==> src/rtl/fp_mult_exc_stage.sv <==
// ============================================================================
// fp_mult_exc_stage : registered IEEE-754 single exception/output stage for fp_mult
// Rev 1.0 : initial release
// ============================================================================
`timescale 1ns/1ps
`default_nettype none

module fp_mult_exc_stage #(
  parameter int          CNT_W = 16,
  parameter logic [31:0] QNAN  = 32'h7FC00000
) (
  input  logic             clk,
  input  logic             rst_n,
  input  logic             in_valid,
  output logic             in_ready,
  input  logic [31:0]      a,
  input  logic [31:0]      b,
  input  logic [2:0]       rnd,
  input  logic             sign_in,
  input  logic [9:0]       exp_in,
  input  logic [22:0]      mant_in,
  input  logic             inexact_in,
  output logic             out_valid,
  input  logic             out_ready,
  output logic [31:0]      z,
  output logic [7:0]       status,
  input  logic             cnt_clr,
  output logic [CNT_W-1:0] cnt_nan,
  output logic [CNT_W-1:0] cnt_ovf,
  output logic [CNT_W-1:0] cnt_unf
);

  localparam logic [1:0] CLS_NORM = 2'd0;
  localparam logic [1:0] CLS_ZERO = 2'd1;
  localparam logic [1:0] CLS_INF  = 2'd2;
  localparam logic [1:0] CLS_NAN  = 2'd3;

  localparam logic [2:0] RND_NEAR    = 3'd0;
  localparam logic [2:0] RND_PINF    = 3'd2;
  localparam logic [2:0] RND_NINF    = 3'd3;
  localparam logic [2:0] RND_NEAR_UP = 3'd4;
  localparam logic [2:0] RND_AWAY    = 3'd5;

  localparam int ST_ZERO    = 0;
  localparam int ST_INF     = 1;
  localparam int ST_NAN     = 2;
  localparam int ST_TINY    = 3;
  localparam int ST_HUGE    = 4;
  localparam int ST_INEXACT = 5;

  // Denormals are flushed to zero, so any exp==0 operand classifies as zero.
  function automatic logic [1:0] classify(input logic [30:0] op);
    logic [1:0] cls;
    cls = CLS_NORM;
    if (op[30:23] == 8'h00)
      cls = CLS_ZERO;
    else if (op[30:23] == 8'hFF)
      cls = (op[22:0] == 23'h0) ? CLS_INF : CLS_NAN;
    return cls;
  endfunction

  function automatic logic [CNT_W-1:0] sat_inc(input logic [CNT_W-1:0] c);
    return (&c) ? c : c + 1'b1;
  endfunction

  logic             r_s1_valid;
  logic [1:0]       r_cls_a;
  logic [1:0]       r_cls_b;
  logic             r_sign;
  logic [9:0]       r_exp;
  logic [22:0]      r_mant;
  logic             r_inexact;
  logic [2:0]       r_rnd;

  logic             r_s2_valid;
  logic [31:0]      r_z;
  logic [7:0]       r_status;
  logic [CNT_W-1:0] r_cnt_nan;
  logic [CNT_W-1:0] r_cnt_ovf;
  logic [CNT_W-1:0] r_cnt_unf;

  logic        w_adv1;
  logic        w_adv2;
  logic        w_load2;
  logic [2:0]  w_rnd_dec;
  logic        w_invalid;
  logic        w_any_inf;
  logic        w_any_zero;
  logic        w_ovf_to_inf;
  logic        w_unf_to_min;
  logic [31:0] w_z;
  logic [7:0]  w_status;
  logic        w_is_nan;
  logic        w_is_ovf;
  logic        w_is_unf;
  logic        w_unused;

  assign w_unused  = a[31] ^ b[31];

  assign w_adv2    = !r_s2_valid || out_ready;
  assign w_adv1    = !r_s1_valid || w_adv2;
  assign w_load2   = w_adv2 && r_s1_valid;
  assign in_ready  = w_adv1;
  assign out_valid = r_s2_valid;
  assign z         = r_z;
  assign status    = r_status;
  assign cnt_nan   = r_cnt_nan;
  assign cnt_ovf   = r_cnt_ovf;
  assign cnt_unf   = r_cnt_unf;

  assign w_rnd_dec = (rnd > RND_AWAY) ? RND_NEAR : rnd;

  always_ff @(posedge clk or negedge rst_n) begin
    if (!rst_n) begin
      r_s1_valid <= 1'b0;
      r_cls_a    <= CLS_NORM;
      r_cls_b    <= CLS_NORM;
      r_sign     <= 1'b0;
      r_exp      <= '0;
      r_mant     <= '0;
      r_inexact  <= 1'b0;
      r_rnd      <= RND_NEAR;
    end else if (w_adv1) begin
      r_s1_valid <= in_valid;
      if (in_valid) begin
        r_cls_a   <= classify(a[30:0]);
        r_cls_b   <= classify(b[30:0]);
        r_sign    <= sign_in;
        r_exp     <= exp_in;
        r_mant    <= mant_in;
        r_inexact <= inexact_in;
        r_rnd     <= w_rnd_dec;
      end
    end
  end

  assign w_invalid  = (r_cls_a == CLS_NAN) || (r_cls_b == CLS_NAN) ||
                      ((r_cls_a == CLS_INF) && (r_cls_b == CLS_ZERO)) ||
                      ((r_cls_a == CLS_ZERO) && (r_cls_b == CLS_INF));
  assign w_any_inf  = (r_cls_a == CLS_INF) || (r_cls_b == CLS_INF);
  assign w_any_zero = (r_cls_a == CLS_ZERO) || (r_cls_b == CLS_ZERO);

  // Directed modes that round away from zero in the result's direction.
  assign w_ovf_to_inf = (r_rnd == RND_NEAR) || (r_rnd == RND_NEAR_UP) || (r_rnd == RND_AWAY) ||
                        ((r_rnd == RND_PINF) && !r_sign) || ((r_rnd == RND_NINF) && r_sign);
  assign w_unf_to_min = (r_rnd == RND_AWAY) ||
                        ((r_rnd == RND_PINF) && !r_sign) || ((r_rnd == RND_NINF) && r_sign);

  always_comb begin
    w_z      = '0;
    w_status = '0;
    w_is_nan = 1'b0;
    w_is_ovf = 1'b0;
    w_is_unf = 1'b0;
    if (w_invalid) begin
      w_z              = QNAN;
      w_status[ST_NAN] = 1'b1;
      w_is_nan         = 1'b1;
    end else if (w_any_inf) begin
      w_z              = {r_sign, 8'hFF, 23'h0};
      w_status[ST_INF] = 1'b1;
    end else if (w_any_zero) begin
      w_z               = {r_sign, 31'h0};
      w_status[ST_ZERO] = 1'b1;
    end else if ($signed(r_exp) >= 10'sd255) begin
      w_is_ovf             = 1'b1;
      w_status[ST_HUGE]    = 1'b1;
      w_status[ST_INEXACT] = 1'b1;
      if (w_ovf_to_inf) begin
        w_z              = {r_sign, 8'hFF, 23'h0};
        w_status[ST_INF] = 1'b1;
      end else begin
        w_z = {r_sign, 8'hFE, 23'h7FFFFF};
      end
    end else if ($signed(r_exp) <= 10'sd0) begin
      w_is_unf             = 1'b1;
      w_status[ST_TINY]    = 1'b1;
      w_status[ST_INEXACT] = 1'b1;
      if (w_unf_to_min) begin
        w_z = {r_sign, 8'h01, 23'h0};
      end else begin
        w_z               = {r_sign, 31'h0};
        w_status[ST_ZERO] = 1'b1;
      end
    end else begin
      w_z                  = {r_sign, r_exp[7:0], r_mant};
      w_status[ST_INEXACT] = r_inexact;
    end
  end

  always_ff @(posedge clk or negedge rst_n) begin
    if (!rst_n) begin
      r_s2_valid <= 1'b0;
      r_z        <= '0;
      r_status   <= '0;
    end else if (w_adv2) begin
      r_s2_valid <= r_s1_valid;
      if (r_s1_valid) begin
        r_z      <= w_z;
        r_status <= w_status;
      end
    end
  end

  always_ff @(posedge clk or negedge rst_n) begin
    if (!rst_n) begin
      r_cnt_nan <= '0;
      r_cnt_ovf <= '0;
      r_cnt_unf <= '0;
    end else if (cnt_clr) begin
      r_cnt_nan <= '0;
      r_cnt_ovf <= '0;
      r_cnt_unf <= '0;
    end else if (w_load2) begin
      if (w_is_nan) r_cnt_nan <= sat_inc(r_cnt_nan);
      if (w_is_ovf) r_cnt_ovf <= sat_inc(r_cnt_ovf);
      if (w_is_unf) r_cnt_unf <= sat_inc(r_cnt_unf);
    end
  end

endmodule

`default_nettype wire
==> config.mk <==
export PLATFORM = sky130hd
export DESIGN_NAME = fp_mult_exc_stage
export DESIGN_NICKNAME = d
export VERILOG_FILES = /design/src/rtl/fp_mult_exc_stage.sv
export SDC_FILE = /design/constraint.sdc
export NUM_CORES = 1
export LEC_CHECK = 0
export CELL_PAD_IN_SITES_DETAIL_PLACEMENT = 1
export CELL_PAD_IN_SITES_GLOBAL_PLACEMENT = 1
export CORE_MARGIN = 1.5
export CORE_UTILIZATION = 35
export DETAILED_ROUTE_END_ITERATION = 10
export PLACE_DENSITY_LB_ADDON = 0.1
export SLEW_MARGIN = 20
export SYNTH_ARGS = -nofsm -noshare
export SYNTH_HDL_FRONTEND = slang
export SYNTH_SLANG_ARGS = --single-unit
export TNS_END_PERCENT = 50
==> constraint.sdc <==
create_clock -name clk -period 2.6 [get_ports clk]
set_input_delay 0.65 -clock clk [delete_from_list [all_inputs] [get_ports clk]]
set_output_delay 0.65 -clock clk [all_outputs]
set_load 0.01 [all_outputs]
==> flow_metrics.tcl <==
set metrics [dict create \
    outcome "completed" \
    final_common_cell "clkdlybuf4s50_1" \
    power.total_mw 5.93 \
    cts_tree "yes" \
    grtUsageTotal 0.218 \
    initialDrtViolationCount 195 \
    final_cell_mix "clkdlybuf4s50_1, dfrtp_1, a21oi_1" \
    synth_edf_count 0 \
    clockBufferDepth 2 \
    setup_violations 0 \
    synth.yosys.seq_area_share 0.528 \
    vias 5718 \
    dieArea_um2 18400 \
    fin_skew_ps 9.41 \
    ys_ff_latch 130 \
    grt_pass1_vias 6207 \
    crit-reg2reg-launch "r_exp[2]$_DFFE_PN0P_" \
    max_cap_viol_count 0 \
    start_util 0.357 \
    clock_latency_ps 430 \
    leakagePower_nw 3.62 \
    area_delta_synth_final_pct 48.2 \
    vias_per_cell 5.44 \
    drt_pre_antenna_iters 4 \
    power.density_nw_per_um2 650 \
    crit_type "in2out" \
    rows 48 \
    final_antenna_net_count 0 \
    diodes 0 \
    startpoint "out_ready" \
    synth.distinct_cells 56 \
    fin_crit_sh 0.983 \
    critPathRequiredTime_ps 1950 \
    async_flop_share 1.00 \
    drc_errors 0 \
    grt_setup_unrepaired "no" \
    cp-start-kind "input pin" \
    port_buffers 192 \
    h-tree-depth 4 \
    drive_above_1_share 0.133 \
    reg2reg_slack_ps 270 \
    finalHoldViolations 0 \
    die_w_um 136 \
    crit_path_end "in_ready" \
    placeableCoreArea_um2 17200 \
    hold_path.class "in2async" \
    wirelength_mm 19.3 \
    synth.avg_cell_area_um2 10.2 \
    clock_sinks 130 \
    grt_pass1_wl_mm 31.3 \
    grt_max_degree 53 \
    synth_area_um2 6160 \
    drv_slew 0 \
    nNetsFinal 924 \
    critPathArrivalTime_ps 1910 \
    layout_min_cycle_time_ps 2560 \
    cts_made_buffers 17 \
    worst_pin_slew_ps 604 \
    worstRegToRegCells 5 \
    synth_cells 603 \
    gp_congestion 0.791 \
    fmax_mhz 391 \
    path_max_fanout 2 \
    wire_per_inst_um 18.4 \
    r2r-end "cnt_unf[15]$_DFFE_PN0P_" \
    final_area_um2 9130 \
    gr-total-overflow 0 \
    cts_hold_buf 0 \
    path_clk_slew_ps 60 \
    relSlewSlack 0.591 \
    yosysWarnings 0 \
    cp-end-kind "output pin" \
    io_pins 197 \
    die_y_um 136 \
    fin_setup_tns_ps 0 \
    hold_ws_ps 84.1 \
    ctsRootBufferMaster "clkbuf_16" \
    placed_area_um2 8510 \
    ys.flop_type "dfrtp_1" \
    ir_drop_uv 463 \
    detailed_place_hpwl_mm 13.9 \
    antenna_found_initial 0 \
]
worst min-delay path by stage:
stage,from,end,slack (ps),cells past startpoint
2_1_floorplan,rst_n,cnt_nan[0]$_DFFE_PN0P_,350,0
3_3_place_gp,z[3]$_DFFE_PN0P_,z[3]$_DFFE_PN0P_,470,2
3_5_place_dp,z[19]$_DFFE_PN0P_,z[19]$_DFFE_PN0P_,470,2
4_1_cts,rst_n,cnt_ovf[11]$_DFFE_PN0P_,80,1
5_1_grt,rst_n,cnt_ovf[11]$_DFFE_PN0P_,90,1
6_report,rst_n,cnt_ovf[11]$_DFFE_PN0P_,80,1
repair_timing:
item / 4_1_cts / 5_1_grt
buffers inserted: 0 / 0
gates resized for setup: 0 / 1
setup endpoints to repair: 0 / 1
final cells by class:
class	count	area [µm²]
Timing Repair Buffer	222	2190
Multi-Input combinational cell	427	2730
Fill cell	1889	8110
Sequential cell	130	3250
Inverter	16	60.1
Tap cell	225	282
Clock buffer	19	443
Clock inverter	13	173
per-stage QoR:
step | cells | utilization | setup slack, ps
floorplan | 604 | - | 449
global placement | 1020 | 0.494 | -109
detailed placement | 1020 | 0.494 | -143
CTS | 1052 | 0.529 | 2.17
global route | 1052 | 0.530 | 9.74
finish | 1052 | 0.530 | 43.4
power breakdown:
part           internal, mW  total (mW)  switching (mW)
clock                  1.55        2.51           0.961
sequential             2.23        2.38           0.148
combinational         0.572        1.05           0.475
critical path: stages:
cell and delay [ps]:
clkdlybuf4s50_1 520, nor2b_2 70, nand2_1 120, clkdlybuf4s50_1 550
routing by layer:
layer	vias up	GRT usage	wire length, µm
met3	24	0.0606	998
met1	2890	0.260	8170
met5	-	0	0
li1	2648	-	-
met4	0	0.0675	278
met2	156	0.381	9860
synthesized netlist by cell type, types with 3 or more instances:
cell type | count | share of area
a211oi_1 | 4 | 0.0049
a21oi_1 | 53 | 0.043
a22o_1 | 4 | 0.0057
and3_1 | 6 | 0.0061
and4_1 | 7 | 0.010
buf_2 | 5 | 0.0041
clkbuf_1 | 21 | 0.013
dfrtp_1 | 130 | 0.53
ha_1 | 3 | 0.0061
inv_1 | 16 | 0.0098
mux2_2 | 39 | 0.071
mux2i_1 | 3 | 0.0049
nand2_1 | 46 | 0.028
nand2b_1 | 5 | 0.0051
nand3_1 | 24 | 0.020
nand4_1 | 16 | 0.016
nor2_1 | 36 | 0.022
nor3_1 | 13 | 0.011
nor4_1 | 22 | 0.022
o21a_1 | 7 | 0.0085
o21ai_0 | 48 | 0.039
o22a_1 | 8 | 0.011
o22ai_1 | 3 | 0.0030
o31ai_1 | 4 | 0.0049
or3_1 | 23 | 0.023
or4_1 | 4 | 0.0049
xnor2_1 | 13 | 0.018
xor2_1 | 3 | 0.0043
sequential cells by signal (all words and copies together) (netlist names), 2 cells and up:
name     cells
z           32
r_mant      23
cnt_nan     16
cnt_ovf     16
cnt_unf     16
r_exp       10
status       6
r_rnd        3
r_cls_a      2
r_cls_b      2
logic make-up (layout without fill, tap and decap cells):
family | Yosys count | after routing | synth area share
AOI/OAI and AO/OA | 150 | 150 | 0.147
DFF | 130 | 130 | 0.528
muxes | 42 | 42 | 0.0762
adders and majority gates | 3 | 3 | 0.00609
other | 1 | 2 | 0.000609
buffers and inverters | 47 | 270 | 0.0321
and+or+nand+nor | 214 | 214 | 0.187
xor gates and xnor gates | 16 | 16 | 0.0228
(Power assumes the default switching activity.)
